`config.mk`:
```
export PLATFORM = sky130hd
export DESIGN_NAME = mfrc522_reg_arbiter
export DESIGN_NICKNAME = d
export VERILOG_FILES = /design/src/rtl/mfrc522_reg_arbiter.sv
export SDC_FILE = /design/constraint.sdc
export NUM_CORES = 1
export LEC_CHECK = 0
export BUFFER_PORTS_ARGS = -buffer_cell sky130_fd_sc_hd__buf_2
export CAP_MARGIN = 20
export CELL_PAD_IN_SITES_DETAIL_PLACEMENT = 0
export CELL_PAD_IN_SITES_GLOBAL_PLACEMENT = 1
export CORE_UTILIZATION = 38
export CTS_CLUSTER_DIAMETER = 40
export DETAILED_ROUTE_END_ITERATION = 16
export PLACE_DENSITY_LB_ADDON = 0.1
export SLEW_MARGIN = 20
export SYNTH_ARGS = -nofsm -noshare
export SYNTH_HDL_FRONTEND = slang
export SYNTH_SLANG_ARGS = --single-unit
```
`constraint.sdc`:
```
create_clock -name clk_25mhz -period 3.5 [get_ports clk_25mhz]
set_input_delay 0.35 -clock clk_25mhz [delete_from_list [all_inputs] [get_ports clk_25mhz]]
set_output_delay 0.35 -clock clk_25mhz [all_outputs]
set_load 0.05 [all_outputs]
```
`src/rtl/mfrc522_reg_arbiter.sv`:
```
// ---------------------------------------------------------------------------
// mfrc522_reg_arbiter
//
// Shares one 16-bit SPI frame engine between two register-access requesters.
// Each accepted request becomes a single MFRC522 register frame. The block
// enforces an idle gap between frames, aborts frames that never complete, and
// after reset runs a one-shot VersionReg probe so the top level can tell
// whether a reader is fitted.
//
// Ports
//   clk_25mhz, rst      clock, asynchronous active-high reset
//   reqN_valid/write/addr/wdata   command from requester N (N = 0, 1)
//   reqN_ready          one-cycle accept pulse
//   rspN_valid/rdata/err           one-cycle response, err = timeout
//   frame_start/frame_tx           launch a frame on the SPI engine
//   frame_done/frame_rx            end-of-frame pulse and received bytes
//   probe_done/version/version_ok  result of the startup probe (sticky)
//   busy                state is anything other than IDLE
// ---------------------------------------------------------------------------
module mfrc522_reg_arbiter #(
  parameter int unsigned STARTUP_CYCLES = 250000,
  parameter int unsigned GAP_CYCLES     = 25,
  parameter int unsigned TIMEOUT_CYCLES = 4096,
  parameter logic [5:0]  VERSION_ADDR   = 6'h37
) (
  input  logic        clk_25mhz,
  input  logic        rst,
  input  logic        req0_valid,
  input  logic        req0_write,
  input  logic [5:0]  req0_addr,
  input  logic [7:0]  req0_wdata,
  output logic        req0_ready,
  output logic        rsp0_valid,
  output logic [7:0]  rsp0_rdata,
  output logic        rsp0_err,
  input  logic        req1_valid,
  input  logic        req1_write,
  input  logic [5:0]  req1_addr,
  input  logic [7:0]  req1_wdata,
  output logic        req1_ready,
  output logic        rsp1_valid,
  output logic [7:0]  rsp1_rdata,
  output logic        rsp1_err,
  output logic        frame_start,
  output logic [15:0] frame_tx,
  input  logic        frame_done,
  input  logic [15:0] frame_rx,
  output logic        probe_done,
  output logic [7:0]  version,
  output logic        version_ok,
  output logic        busy
);

  // One shared counter serves startup delay, frame timeout and gap timing.
  localparam int unsigned MAX_A = (STARTUP_CYCLES > TIMEOUT_CYCLES) ? STARTUP_CYCLES : TIMEOUT_CYCLES;
  localparam int unsigned MAX_C = (MAX_A > GAP_CYCLES) ? MAX_A : GAP_CYCLES;
  localparam int          CNT_W = $clog2(MAX_C + 1);

  localparam logic [CNT_W-1:0] STARTUP_LAST = CNT_W'(STARTUP_CYCLES - 1);
  localparam logic [CNT_W-1:0] TIMEOUT_LAST = CNT_W'(TIMEOUT_CYCLES - 1);
  localparam logic [CNT_W-1:0] GAP_LAST     = CNT_W'(GAP_CYCLES - 1);

  localparam logic [2:0] ST_STARTUP    = 3'd0;
  localparam logic [2:0] ST_PROBE      = 3'd1;
  localparam logic [2:0] ST_PROBE_WAIT = 3'd2;
  localparam logic [2:0] ST_IDLE       = 3'd3;
  localparam logic [2:0] ST_ISSUE      = 3'd4;
  localparam logic [2:0] ST_WAIT       = 3'd5;
  localparam logic [2:0] ST_RESPOND    = 3'd6;
  localparam logic [2:0] ST_GAP        = 3'd7;

  logic [2:0]       state_q, state_d;
  logic [CNT_W-1:0] cnt_q, cnt_d;
  logic             last_grant_q, last_grant_d;
  logic             grant_q, grant_d;
  logic             write_q, write_d;
  logic [7:0]       rdata_q, rdata_d;
  logic             err_q, err_d;
  logic             frame_start_q, frame_start_d;
  logic [15:0]      frame_tx_q, frame_tx_d;
  logic             probe_done_q, probe_done_d;
  logic [7:0]       version_q, version_d;
  logic             version_ok_q, version_ok_d;
  logic             busy_q, busy_d;

  // Only the low received byte carries register data.
  logic unused_rx_hi;
  assign unused_rx_hi = ^frame_rx[15:8];

  // ---------------- arbitration ----------------
  logic       accept_open;
  logic       grant_any;
  logic       pick1;
  logic       sel_write;
  logic [5:0] sel_addr;
  logic [7:0] sel_wdata;

  always_comb begin
    accept_open = (state_q == ST_IDLE) && probe_done_q;
    grant_any   = accept_open && (req0_valid || req1_valid);
    // Requester 1 wins when it is alone, or on a tie when 0 was served last.
    pick1       = req1_valid && (!req0_valid || !last_grant_q);
    sel_write   = pick1 ? req1_write : req0_write;
    sel_addr    = pick1 ? req1_addr  : req0_addr;
    sel_wdata   = pick1 ? req1_wdata : req0_wdata;
  end

  assign req0_ready = grant_any && !pick1;
  assign req1_ready = grant_any && pick1;

  // ---------------- control FSM ----------------
  always_comb begin
    state_d       = state_q;
    cnt_d         = cnt_q;
    last_grant_d  = last_grant_q;
    grant_d       = grant_q;
    write_d       = write_q;
    rdata_d       = rdata_q;
    err_d         = err_q;
    frame_start_d = 1'b0;
    frame_tx_d    = frame_tx_q;
    probe_done_d  = probe_done_q;
    version_d     = version_q;
    version_ok_d  = version_ok_q;

    case (state_q)
      ST_STARTUP: begin
        if (cnt_q == STARTUP_LAST) begin
          cnt_d   = '0;
          state_d = ST_PROBE;
        end else begin
          cnt_d = cnt_q + 1'b1;
        end
      end
      ST_PROBE: begin
        frame_start_d = 1'b1;
        frame_tx_d    = {1'b1, VERSION_ADDR, 1'b0, 8'h00};
        cnt_d         = '0;
        state_d       = ST_PROBE_WAIT;
      end
      ST_PROBE_WAIT: begin
        // The first cycle here is the frame_start cycle; the timeout
        // counter starts on the cycle after it, as it does for WAIT.
        if (frame_done) begin
          version_d    = frame_rx[7:0];
          version_ok_d = (frame_rx[7:0] == 8'h91) || (frame_rx[7:0] == 8'h92);
          probe_done_d = 1'b1;
          cnt_d        = '0;
          state_d      = ST_GAP;
        end else if (!frame_start_q) begin
          if (cnt_q == TIMEOUT_LAST) begin
            version_d    = 8'h00;
            version_ok_d = 1'b0;
            probe_done_d = 1'b1;
            cnt_d        = '0;
            state_d      = ST_GAP;
          end else begin
            cnt_d = cnt_q + 1'b1;
          end
        end
      end
      ST_IDLE: begin
        if (grant_any) begin
          last_grant_d  = pick1;
          grant_d       = pick1;
          write_d       = sel_write;
          frame_tx_d    = {~sel_write, sel_addr, 1'b0, (sel_write ? sel_wdata : 8'h00)};
          frame_start_d = 1'b1;
          state_d       = ST_ISSUE;
        end
      end
      ST_ISSUE: begin
        cnt_d   = '0;
        state_d = ST_WAIT;
      end
      ST_WAIT: begin
        // A done arriving on the last timeout cycle still counts as done.
        if (frame_done) begin
          rdata_d = write_q ? 8'h00 : frame_rx[7:0];
          err_d   = 1'b0;
          state_d = ST_RESPOND;
        end else if (cnt_q == TIMEOUT_LAST) begin
          rdata_d = 8'h00;
          err_d   = 1'b1;
          state_d = ST_RESPOND;
        end else begin
          cnt_d = cnt_q + 1'b1;
        end
      end
      ST_RESPOND: begin
        cnt_d   = '0;
        state_d = ST_GAP;
      end
      ST_GAP: begin
        if (cnt_q == GAP_LAST) begin
          cnt_d   = '0;
          state_d = ST_IDLE;
        end else begin
          cnt_d = cnt_q + 1'b1;
        end
      end
      default: begin
        cnt_d   = '0;
        state_d = ST_STARTUP;
      end
    endcase

    // Registered so busy reads 0 while reset is held.
    busy_d = (state_d != ST_IDLE);
  end

  always_ff @(posedge clk_25mhz or posedge rst) begin
    if (rst) begin
      state_q       <= ST_STARTUP;
      cnt_q         <= '0;
      last_grant_q  <= 1'b1;
      grant_q       <= 1'b0;
      write_q       <= 1'b0;
      rdata_q       <= 8'h00;
      err_q         <= 1'b0;
      frame_start_q <= 1'b0;
      frame_tx_q    <= 16'h0000;
      probe_done_q  <= 1'b0;
      version_q     <= 8'h00;
      version_ok_q  <= 1'b0;
      busy_q        <= 1'b0;
    end else begin
      state_q       <= state_d;
      cnt_q         <= cnt_d;
      last_grant_q  <= last_grant_d;
      grant_q       <= grant_d;
      write_q       <= write_d;
      rdata_q       <= rdata_d;
      err_q         <= err_d;
      frame_start_q <= frame_start_d;
      frame_tx_q    <= frame_tx_d;
      probe_done_q  <= probe_done_d;
      version_q     <= version_d;
      version_ok_q  <= version_ok_d;
      busy_q        <= busy_d;
    end
  end

  // ---------------- outputs ----------------
  logic responding;
  assign responding = (state_q == ST_RESPOND);

  assign rsp0_valid = responding && !grant_q;
  assign rsp1_valid = responding && grant_q;
  assign rsp0_rdata = rsp0_valid ? rdata_q : 8'h00;
  assign rsp1_rdata = rsp1_valid ? rdata_q : 8'h00;
  assign rsp0_err   = rsp0_valid && err_q;
  assign rsp1_err   = rsp1_valid && err_q;

  assign frame_start = frame_start_q;
  assign frame_tx    = frame_tx_q;
  assign probe_done  = probe_done_q;
  assign version     = version_q;
  assign version_ok  = version_ok_q;
  assign busy        = busy_q;

endmodule

```
==> flow_summary.rst, run 1 <==
.. list-table::
   :header-rows: 1

   * - Metric
     - Value
   * - Count of H-tree levels built during CTS
     - 3
   * - Vias in the first global route
     - 2,506
   * - Final core occ
     - 48.1%
   * - Clk Tree Root Cell
     - sky130_fd_sc_hd__clkbuf_8
   * - Fraction of synthesized cell area in xor and xnor cells
     - 3.56%
   * - Highest clock rate
     - 0.412 GHz
   * - Most area-hungry cell type in the Yosys netlist
     - sky130_fd_sc_hd__dfrtp_1
   * - Reg-to-Reg Start
     - state_q[1]
   * - Count of final hold-check violations
     - 0
   * - Ratio of cells with drive above 1 in the final layout
     - 32.0%
   * - Layout Skew
     - 0.0120 ns
   * - Capturing instance or port of the critical path
     - rsp0_rdata[4]
   * - Flip-flop cell with the highest count after synthesis
     - sky130_fd_sc_hd__dfrtp_1
   * - Core Footprint
     - 0.00818 sq mm
   * - Top cells by count, synth
     - 64 x sky130_fd_sc_hd__nand2_1, 59 x sky130_fd_sc_hd__dfrtp_1, 27 x sky130_fd_sc_hd__o21ai_0
   * - Width of the die
     - 93.8 microns
   * - Wire length of the first global-routing pass
     - around 12 mm
   * - Power density over cell area
     - 818 mW/mm^2
   * - Multiplexer area fraction after synthesis
     - under 10%
   * - Path class of the lowest-slack min-delay path
     - primary input to async pin
   * - Number of cell rows
     - 33
   * - Basic-gate share of the synthesized area counting and, or, nand and nor cells
     - between 20 and 30%
   * - Drt first-iter violations
     - 122
   * - CTS tree
     - done
   * - Max clock buf depth
     - 2
   * - Flop and latch count out of synthesis
     - 60
   * - Routability congestion estimate
     - about 0.76
   * - Largest voltage drop on the vdd net
     - between 300 and 400 uV
   * - Port-buffer cells
     - 91
   * - Path depth of the worst reg2reg path
     - 7
   * - Tcrit/Tclk final
     - between 60% and 70%
   * - Clock slew at the register clock pins of the worst setup and hold paths
     - ~0.08 ns
   * - Highest fanout seen on the critical path
     - 14
   * - Height of the die
     - 93.8 microns
   * - Number of nets in the synthesized netlist
     - approximately 390
   * - # IOs
     - between 100 and 150
   * - RSZ-0062 raised after global routing
     - no
   * - Arrival time at the worst endpoint
     - 2.08 ns
   * - Top post-synthesis cells by area
     - sky130_fd_sc_hd__dfrtp_1 46%, sky130_fd_sc_hd__nand2_1 7.5%, sky130_fd_sc_hd__o21ai_0 4.2%
   * - Minimum clock period after layout
     - 2.43 ns
   * - Source-to-sink clock delay at the later pin of the worst-skew pair
     - 0.34 ns
   * - Starting density of the core
     - 39.2%
   * - Overall fraction of global-route tracks in use
     - 18.4%
   * - Share of flip-flops with an asynchronous set or reset after synthesis
     - 100%
   * - Setup crit start
     - state_q[1]
   * - Number of flops mapped to enable cells by yosys
     - 0
   * - Number of warning messages in the yosys log
     - 0
   * - Minimum setup slack among reg-to-reg paths
     - 1.08 ns
   * - CTS buffer count
     - 9
   * - Number of vias in the routed layout
     - 2,706
   * - Buffers inserted by post-CTS timing repair
     - 0
   * - Routed length per instance
     - 13.9 microns
   * - Area growth, synth to finish
     - 22.7%
   * - DRC violation count after routing
     - 0
   * - Remaining global-route overflow
     - 0
   * - Largest net degree at the start of global routing
     - 38
   * - Maxcap violations
     - 0
   * - Post-synth cell types
     - 54
   * - Total inserted antenna cells
     - 0
   * - Number of cells upsized or downsized after cts
     - 0
   * - Area of the mapped netlist
     - 0.00320 sq mm
   * - Main combinational cell family by area after synthesis
     - simple AND/OR/NAND/NOR gates
   * - Average footprint of a synthesized cell
     - 9.42 sq um
   * - Number of standard cells in the layout, taps in and fillers out
     - 539
   * - Avg Vias per Cell
     - 5.02
   * - Yosys top cell area share
     - 46.1%
   * - TritonRoute pass-1 iters
     - 5
   * - Nets@finish
     - 482
   * - Final slew viol count
     - 0
   * - Final Setup Violations
     - 0
   * - Headroom to the max-slew limit
     - 31.6%
   * - Sequential cell area fraction in the yosys report
     - a little under half
   * - Die footprint
     - 0.00880 sq mm
   * - Setup_tns
     - 0 ns
   * - Half-perimeter wire length of the detailed placement result
     - 5.32 mm
   * - Post-Synth Adder-Cell Area
     - 0.782%
   * - Library cell with the highest instance count after synthesis
     - sky130_fd_sc_hd__nand2_1
   * - Transition time of the tightest slew-check pin
     - 1.03 ns
   * - Endpoint kind of the worst setup timing path
     - output pin
   * - Clock sinks
     - 60
   * - Post-synthesis compound-gate area fraction
     - 11.3%
   * - Reg2Reg Capture Point
     - cnt_q[5]
   * - Hold-fix buffer count after cts
     - 0
   * - Number of standard cells after synthesis
     - 340
   * - Routed Wire Length
     - roughly 7.5 mm
   * - Setup crit start kind
     - register
   * - Result of the run
     - finished clean
   * - Static Leakage
     - 1.89 nW
   * - WP data required
     - 3.15 ns
   * - Placed insts
     - around 520
   * - Category of the most critical setup path
     - register to output pin
   * - Initial antenna violation count
     - 0
   * - Final antenna-violating net count
     - 0
power by group:
group,internal [mW],switching [mW],total (mW)
clock network,0.420,0.280,0.700
registers,0.905,0.171,1.08
logic,0.404,1.03,1.44
total,1.73,1.49,3.21
metrics by stage:
stage          setup slack [ns]  cell area, sq um  total power [mW]  hold WS, ns
6_report                   1.07              3930              3.21       0.0404
3_3_place_gp               1.09              3710              2.52        0.410
5_1_grt                   0.870              3930              3.43       0.0861
2_1_floorplan              1.02              3200              2.21        0.454
4_1_cts                    1.03              3930              3.25       0.0596
3_5_place_dp               1.07              3710              2.54        0.431
worst min-delay path by stage:
| stage | start | endpoint | slack (ns) |
|---|---|---|---|
| finish | rst | cnt_q[14] | 0.04 |
| global route | rst | cnt_q[14] | 0.09 |
| CTS | rst | cnt_q[16] | 0.06 |
| detailed placement | rst | cnt_q[16] | 0.43 |
| global placement | rst | cnt_q[14] | 0.41 |
| floorplan | rdata_q[4] | rdata_q[4] | 0.45 |
layout make-up:
cell class / instances / area, sq um
Sequential cell: 60 / 1500
Multi-Input combinational cell: 258 / 1580
Clock buffer: 12 / 145
Clock inverter: 4 / 72.6
Inverter: 7 / 26.3
Fill cell: 802 / 4250
Tap cell: 105 / 131
Timing Repair Buffer: 93 / 470
state kept, by name, indices dropped and copies added (netlist names), 3 cells and up:
name,count
frame_tx,15
cnt_q,18
state_q,3
version,8
rdata_q,8
worst max-delay path, cell delays in order, from the launching register on:
cell	delay, ns
sky130_fd_sc_hd__dfrtp_1	0.57
sky130_fd_sc_hd__nor2b_1	0.21
sky130_fd_sc_hd__nand2_1	0.06
sky130_fd_sc_hd__nor2_1	0.44
sky130_fd_sc_hd__and2_1	0.20
sky130_fd_sc_hd__buf_2	0.26
cell usage in the layout (no fill, tap or decap), types with 2 or more instances in the layout:
cell type and instances:
sky130_fd_sc_hd__or2_2 3, sky130_fd_sc_hd__nor2_2 12, sky130_fd_sc_hd__xnor2_1 12, sky130_fd_sc_hd__o21ai_0 27, sky130_fd_sc_hd__mux2i_1 12, sky130_fd_sc_hd__a22o_1 8
sky130_fd_sc_hd__nor3_1 10, sky130_fd_sc_hd__bufinv_16 2, sky130_fd_sc_hd__nand3_1 8, sky130_fd_sc_hd__buf_4 2, sky130_fd_sc_hd__clkbuf_1 2, sky130_fd_sc_hd__inv_1 5
sky130_fd_sc_hd__a21oi_1 4, sky130_fd_sc_hd__buf_2 91, sky130_fd_sc_hd__ha_1 2, sky130_fd_sc_hd__nor2_1 21, sky130_fd_sc_hd__a31oi_1 6, sky130_fd_sc_hd__nand4_1 6
sky130_fd_sc_hd__nand2b_1 2, sky130_fd_sc_hd__and2_1 20, sky130_fd_sc_hd__dfrtp_1 59, sky130_fd_sc_hd__inv_2 2, sky130_fd_sc_hd__and3_1 4, sky130_fd_sc_hd__nor4_1 2
sky130_fd_sc_hd__nor4_4 2, sky130_fd_sc_hd__nand4b_1 4, sky130_fd_sc_hd__a21o_1 2, sky130_fd_sc_hd__nor4_2 3, sky130_fd_sc_hd__nand2_1 64, sky130_fd_sc_hd__and4_4 2
sky130_fd_sc_hd__clkbuf_8 10
per-layer routing:
metal	share of wire (%)	global-route usage, %
met5	0	0
met4	1.3	6.92
met3	5.3	3.56
met2	43	27.3
met1	50	26.4
cells by family (layout without fill, tap and decap cells):
logic type | Yosys count | in the layout
mux | 12 | 12
flops | 60 | 60
buf+inv | 22 | 116
compound gates | 56 | 56
xor+xnor | 13 | 13
simple gates | 174 | 174
fa+ha+maj | 2 | 2
other cells | 1 | 1
Note: power is estimated with default switching activity, not from simulation.
==> inputs of run 2 (changes only) <==
Settings changed: ABC_AREA set to 1, CORE_UTILIZATION 38 to 37.
Clock period 3.5 ns to 2.5 ns, I/O delays scaled along.
==> flow_summary.rst, run 2 <==
.. list-table::
   :header-rows: 1

   * - Metric
     - Value
   * - Result of the run
     - finished clean
   * - Wire length of the first global-routing pass
     - 14.5 mm
   * - Static Leakage
     - 2.21 nW
   * - Fraction of synthesized cell area in xor and xnor cells
     - 2.79%
   * - Top cells by count, synth
     - 117 x sky130_fd_sc_hd__nand2_1, 68 x sky130_fd_sc_hd__nor2_1, 59 x sky130_fd_sc_hd__dfrtp_1
   * - Tcrit/Tclk final
     - 92.9%
   * - Sequence of cells on the critical path
     - inv_2, nor2_4, nand2_1, nor2_2, clkinvlp_4, nor2_2, buf_2
   * - Sequential cell area fraction in the yosys report
     - 43.5%
   * - Source-to-sink clock delay at the later pin of the worst-skew pair
     - roughly 0.33 ns
   * - Flip-flop count of the largest register, all copies and words added
     - 18
   * - Height of the die
     - between 90 and 100 microns
   * - Highest clock rate
     - 0.431 GHz
   * - Reg2Reg Capture Point
     - busy
   * - Register containing the most flip-flops in the final layout
     - cnt_q
   * - Setup slack after layout
     - 0.178 ns
   * - Pwr Total
     - roughly 4.2 mW
   * - Port-buffer cells
     - about 90
   * - Yosys top cell area share
     - 42.7%
   * - Width of the die
     - 98.6 microns
   * - Avg Vias per Cell
     - 4.81
   * - Vias in the first global route
     - a little over 3,000
   * - Count of final hold-check violations
     - 0
   * - Flop and latch count out of synthesis
     - 60
   * - Total inserted antenna cells
     - 0
   * - Largest voltage drop on the vdd net
     - 548 uV
   * - Category of the most critical setup path
     - register to output pin
   * - Largest net degree at the start of global routing
     - 33
   * - # IOs
     - 101
   * - Core Footprint
     - roughly 0.0089 sq mm
   * - Filler Cells Inserted
     - 947
   * - Number of cell rows
     - 34
   * - Most area-hungry cell type in the Yosys netlist
     - sky130_fd_sc_hd__dfrtp_1
   * - Routed Wire Length
     - 8.64 mm
   * - Path depth of the worst reg2reg path
     - 10
   * - DRC violation count after routing
     - 0
   * - Reg area
     - 0.00150 sq mm
   * - Post-synthesis compound-gate area fraction
     - between 7 and 8%
   * - Top cell by count, worst path
     - sky130_fd_sc_hd__nor2_2
   * - Overall fraction of global-route tracks in use
     - 18.8%
   * - Number of warning messages in the yosys log
     - 0
   * - Main combinational cell family by area after synthesis
     - simple AND/OR/NAND/NOR gates
   * - Routed length per instance
     - 13.1 microns
   * - Standard cell with the maximum stage delay on the critical path
     - sky130_fd_sc_hd__dfrtp_1
   * - Multiplexer area fraction after synthesis
     - 2.61%
   * - Half-perimeter wire length of the detailed placement result
     - 6.38 mm
   * - Number of vias in the routed layout
     - around 3,200
   * - Final slew viol count
     - 0
   * - CTS buffer count
     - 9
   * - Top post-synthesis cells by area
     - sky130_fd_sc_hd__dfrtp_1 43%, sky130_fd_sc_hd__nand2_1 13%, sky130_fd_sc_hd__nor2_1 7.4%
   * - Minimum setup slack among reg-to-reg paths
     - 0.49 ns
   * - Starting density of the core
     - 38.9%
   * - Number of standard cells in the layout, taps in and fillers out
     - approximately 660
   * - Max clock buf depth
     - 2
   * - Clock slew at the register clock pins of the worst setup and hold paths
     - about 0.070 ns
   * - Power density over cell area
     - 985 mW/mm^2
   * - Commonest cells after routing, fill and taps aside
     - 117 x sky130_fd_sc_hd__nand2_1, 91 x sky130_fd_sc_hd__buf_2, 59 x sky130_fd_sc_hd__dfrtp_1
   * - Flip-flop cell with the highest count after synthesis
     - sky130_fd_sc_hd__dfrtp_1
   * - Reg-to-Reg Start
     - cnt_q[0]
   * - CP peak stage delay
     - approximately 0.48 ns
   * - Headroom to the max-slew limit
     - 55.2%
   * - Minimum clock period after layout
     - ~2.3 ns
   * - Final core occ
     - 47.8%
   * - Area growth, synth to finish
     - 23.1%
   * - Placed insts
     - between 600 and 700
   * - Endpoint kind of the worst setup timing path
     - output pin
   * - Drt first-iter violations
     - around 140
   * - Layout Skew
     - 0.0121 ns
   * - Area of the mapped netlist
     - 0.00345 sq mm
   * - Area of combinational cells with multiple inputs
     - 0.00169 sq mm
   * - Ratio of cells with drive above 1 in the final layout
     - between 20% and 30%
   * - Final antenna-violating net count
     - 0
   * - Highest fanout seen on the critical path
     - 5
   * - Routability congestion estimate
     - 0.775
   * - Transition time of the tightest slew-check pin
     - 0.671 ns
   * - Arrival time at the worst endpoint
     - about 2.1 ns
   * - Maxcap violations
     - 0
   * - WP data required
     - about 2.3 ns
   * - TritonRoute pass-1 iters
     - 4
   * - Share of flip-flops with an asynchronous set or reset after synthesis
     - 100%
   * - Setup crit start kind
     - register
   * - Count of H-tree levels built during CTS
     - 3
   * - Remaining global-route overflow
     - 0
   * - Number of flops mapped to enable cells by yosys
     - 0
   * - Path class of the lowest-slack min-delay path
     - primary input to async pin
   * - Post-Synth Adder-Cell Area
     - 0.724%
   * - Number of nets in the synthesized netlist
     - a little over 500
   * - Number of standard cells after synthesis
     - between 400 and 500
   * - Nets@finish
     - between 500 and 600
   * - Initial antenna violation count
     - 0
   * - Final Setup Violations
     - 0
   * - Library cell with the highest instance count after synthesis
     - sky130_fd_sc_hd__nand2_1
   * - Clk Tree Root Cell
     - sky130_fd_sc_hd__clkbuf_8
   * - Average footprint of a synthesized cell
     - approximately 7.7 sq um
   * - Post-placement worst setup slack
     - 0.453 ns
   * - CTS tree
     - done
   * - Post-synth cell types
     - 40
   * - Basic-gate share of the synthesized area counting and, or, nand and nor cells
     - ~34%
   * - Clock sinks
     - 60
   * - Die footprint
     - 0.00973 sq mm
   * - Most common cell after layout, fill and taps aside
     - sky130_fd_sc_hd__nand2_1
-- run 2: changes by cell type in the layout (fill, tap and decap cells not counted), sizes merged, moves of 7 or more --
| cell | delta |
|---|---|
| nand2 | +62 |
| inv | +45 |
| nor2 | +39 |
| nand4 | +23 |
| and2 | -20 |
| nand3 | +16 |
| xnor2 | -12 |
| xor2 | +10 |
| a22o | -8 |
| nor4 | -7 |
-- run 2: cell type report --
cell class | instances | area share, %
flip-flops and latches | 60 | 35.3
well taps | 108 | 3.18
clock inverters | 4 | 0.559
multi-input cells | 321 | 39.8
repair buffers | 96 | 11.9
clock buffers | 12 | 3.65
repair inverters | 1 | 0.176
inverters | 57 | 5.44
-- run 2: power breakdown --
group          internal, mW  switching [mW]
Sequential             1.26           0.197
Combinational         0.489            1.46
Clock                 0.411           0.378
Total                  2.16            2.03
-- run 2: logic make-up (layout without fill, tap and decap cells) --
group	after synthesis	count (layout)
AO/OA/AOI/OAI	39	39
AND/OR/NAND/NOR	259	259
flip-flops	60	60
multiplexers	9	9
other	1	1
buffers and inverters	69	170
XOR/XNOR	11	11
adder cells (fa/ha/maj)	2	2
-- run 2: worst max-delay path: cells and delay by family, from the launching register on --
kind | cells | cell delay, ns
buffers and inverters | 3 | 0.61
flip-flops | 1 | 0.48
AND/OR/NAND/NOR | 4 | 0.66
-- run 2: through the flow --
step	area, sq um	hold WS (ns)	TNS, ns
3_5_place_dp	4050	0.393	0
2_1_floorplan	3500	0.395	-5.30
4_1_cts	4230	0.0304	0
6_report	4250	0.0135	0
5_1_grt	4250	0.0709	-0.0258
3_3_place_gp	4050	0.384	0
-- run 2: routing by layer --
metal / global-route usage (%) / vias to the layer above / share of wire, %
li1: - / 1636 / -
met1: 24.5 / 1451 / 49
met2: 30.6 / 78 / 46
met3: 5.25 / 4 / 4.8
met4: 5.74 / 0 / 0.69
met5: 0 / - / 0
-- run 2: worst max path at each step --
stage               startpoint            end  slack (ns)  depth (start not counted)
finish              state_q[1]  rsp1_rdata[4]        0.18                          7
global route        state_q[1]  rsp1_rdata[2]       -0.02                          7
CTS                 state_q[1]  rsp0_rdata[7]        0.09                          7
detailed placement    cnt_q[0]           busy        0.45                         10
global placement      cnt_q[0]           busy        0.46                         10
floorplan           state_q[1]       rsp1_err       -0.30                          6
-- run 2: timing repair --
action                                 CTS  global route
setup buffers                            0             1
endpoints found under the hold margin    0             0
resized for setup                        0             4
setup endpoints to repair                0            18
hold buffers                             0             0
==> inputs of run 3 (changes only) <==
--- a/constraint.sdc
+++ b/constraint.sdc
@@ -3,2 +3,2 @@
 set_output_delay 0.25 -clock clk_25mhz [all_outputs]
-set_load 0.05 [all_outputs]
+set_load 0.005 [all_outputs]
==> flow_summary.rst, run 3 (synthesis gave the netlist of run 2 again) <==
.. list-table::
   :header-rows: 1

   * - Metric
     - Value
   * - Number of cells upsized or downsized after cts
     - 0
   * - Number of cell rows
     - 34
   * - Filler Cells Inserted
     - 913
   * - Final antenna-violating net count
     - 0
   * - Width of the die
     - 98.6 microns
   * - Minimum clock period after layout
     - about 2.1 ns
   * - Source-to-sink clock delay at the later pin of the worst-skew pair
     - approximately 0.34 ns
   * - Family of cells with the greatest summed delay on the critical path
     - simple AND/OR/NAND/NOR gates
   * - CTS buffer count
     - 9
   * - Highest fanout seen on the critical path
     - 9
   * - TritonRoute pass-1 iters
     - 5
   * - Routability congestion estimate
     - 0.790
   * - Area of combinational cells with multiple inputs
     - 0.00165 sq mm
   * - DRC violation count after routing
     - 0
   * - Port-buffer cells
     - 91
   * - CTS tree
     - done
   * - Drt first-iter violations
     - 119
   * - RSZ-0062 raised after global routing
     - no
   * - Highest clock rate
     - 0.472 GHz
   * - Reg area
     - 0.00150 sq mm
   * - Minimum setup slack among reg-to-reg paths
     - 0.45 ns
   * - Arrival time at the worst endpoint
     - 1.87 ns
   * - Sequence of cells on the critical path
     - inv_2, nor2_4, nand2_1, nor2_1, clkinv_1, nor2_1, buf_2
   * - Standard cell with the maximum stage delay on the critical path
     - sky130_fd_sc_hd__dfrtp_1
   * - Core Footprint
     - 0.00889 sq mm
   * - Setup crit start kind
     - register
   * - WP data required
     - 2.25 ns
   * - Reg2Reg Capture Point
     - busy
   * - Reg-to-Reg Start
     - cnt_q[0]
   * - Starting density of the core
     - ~39%
   * - Clk Tree Root Cell
     - sky130_fd_sc_hd__clkbuf_8
   * - Path depth of the worst reg2reg path
     - 11
   * - Clock sinks
     - 60
   * - Count of final hold-check violations
     - 0
   * - Clock slew at the register clock pins of the worst setup and hold paths
     - 0.08 ns
   * - Most common cell after layout, fill and taps aside
     - sky130_fd_sc_hd__nand2_1
   * - Initial antenna violation count
     - 0
   * - Pwr Total
     - 3.69 mW
   * - Static Leakage
     - 2.21 nW
   * - Largest net degree at the start of global routing
     - 32
   * - CP peak stage delay
     - 0.49 ns
   * - Tcrit/Tclk final
     - 84.8%
   * - Endpoint kind of the worst setup timing path
     - output pin
   * - Path class of the lowest-slack min-delay path
     - primary input to async pin
   * - Register containing the most flip-flops in the final layout
     - cnt_q
   * - Die footprint
     - 0.00973 sq mm
   * - Buffers inserted by post-CTS timing repair
     - 0
   * - Setup_tns
     - 0 ns
   * - Result of the run
     - finished clean
   * - Commonest cells after routing, fill and taps aside
     - 117 x sky130_fd_sc_hd__nand2_1, 91 x sky130_fd_sc_hd__buf_2, 68 x sky130_fd_sc_hd__nor2_1
   * - Half-perimeter wire length of the detailed placement result
     - 6.17 mm
   * - Count of H-tree levels built during CTS
     - 3
   * - Height of the die
     - about 99 microns
   * - Nets@finish
     - 597
   * - Wire length of the first global-routing pass
     - 14.3 mm
   * - Avg Vias per Cell
     - 4.84
   * - Routed length per instance
     - ~13 microns
   * - Ratio of cells with drive above 1 in the final layout
     - 25.7%
   * - Layout Skew
     - approximately 0.014 ns
   * - Final slew viol count
     - 0
   * - Overall fraction of global-route tracks in use
     - a little under a fifth
   * - Routed Wire Length
     - 8.36 mm
   * - Area growth, synth to finish
     - 22.2%
   * - Number of vias in the routed layout
     - 3,180
   * - Top cell by count, worst path
     - sky130_fd_sc_hd__nor2_1
   * - Max clock buf depth
     - 2
   * - Hold-fix buffer count after cts
     - 0
   * - Headroom to the max-slew limit
     - 53.4%
   * - # IOs
     - a little over 100
   * - Power density over cell area
     - 875 mW/mm^2
   * - Remaining global-route overflow
     - 0
   * - Total inserted antenna cells
     - 0
   * - Flip-flop count of the largest register, all copies and words added
     - 18
   * - Vias in the first global route
     - 2,931
   * - Largest voltage drop on the vdd net
     - 413 uV
   * - Total buffers and inverters traversed by the critical path
     - 3
   * - Category of the most critical setup path
     - register to output pin
   * - Transition time of the tightest slew-check pin
     - 0.698 ns
   * - Final Setup Violations
     - 0
   * - Maxcap violations
     - 0
-- run 3: cell types whose count changed in the layout (fill, tap and decap cells not counted), sizes merged --
cell and delta:
clkinvlp -1, bufinv +2, clkbuf -2, buf -1
-- run 3: layout make-up --
class,instances,area share (%)
clock buffers,10,3.02
clock inverters,6,2.10
inverters,57,5.31
multi-input cells,321,39.0
flip-flops and latches,60,35.6
well taps,108,3.20
repair buffers,95,11.8
-- run 3: how the worst max path moves through the flow --
stage | from | end | slack, ns | cells past startpoint
floorplan | rst | busy | 0.77 | 1
global placement | cnt_q[0] | busy | 0.46 | 10
detailed placement | cnt_q[0] | busy | 0.44 | 11
CTS | state_q[1] | rsp1_rdata[4] | 0.33 | 7
global route | state_q[1] | rsp0_err | 0.19 | 7
finish | state_q[1] | rsp1_rdata[4] | 0.38 | 7
-- run 3: metrics by stage --
step / util [%] / instance area (sq um) / hold WS (ns) / setup WS, ns / instances
final: 47.5 / 4220 / 0.0187 / 0.380 / 657
after global routing: 47.5 / 4220 / 0.0771 / 0.190 / 657
after CTS: 47.5 / 4220 / 0.0382 / 0.333 / 657
after detailed placement: 45.0 / 4010 / 0.405 / 0.437 / 641
after global placement: 45.0 / 4010 / 0.406 / 0.458 / 641
after floorplan: - / 3450 / 0.395 / 0.767 / 450
-- run 3: report_power, final --
part           switching, mW  internal, mW  leakage, nW  total (mW)
sequential             0.193          1.26        0.762        1.45
combinational          0.804         0.472         1.35        1.28
clock                  0.408         0.561        0.102       0.969
-- run 3: per-layer routing --
| metal | vias up | share of wire [%] | track usage, % |
|---|---|---|---|
| met4 | 0 | 1.5 | 7.00 |
| met5 | - | 0 | 0 |
| met1 | 1442 | 49 | 26.7 |
| met3 | 10 | 5.2 | 3.76 |
| met2 | 93 | 44 | 27.4 |
| li1 | 1635 | - | - |
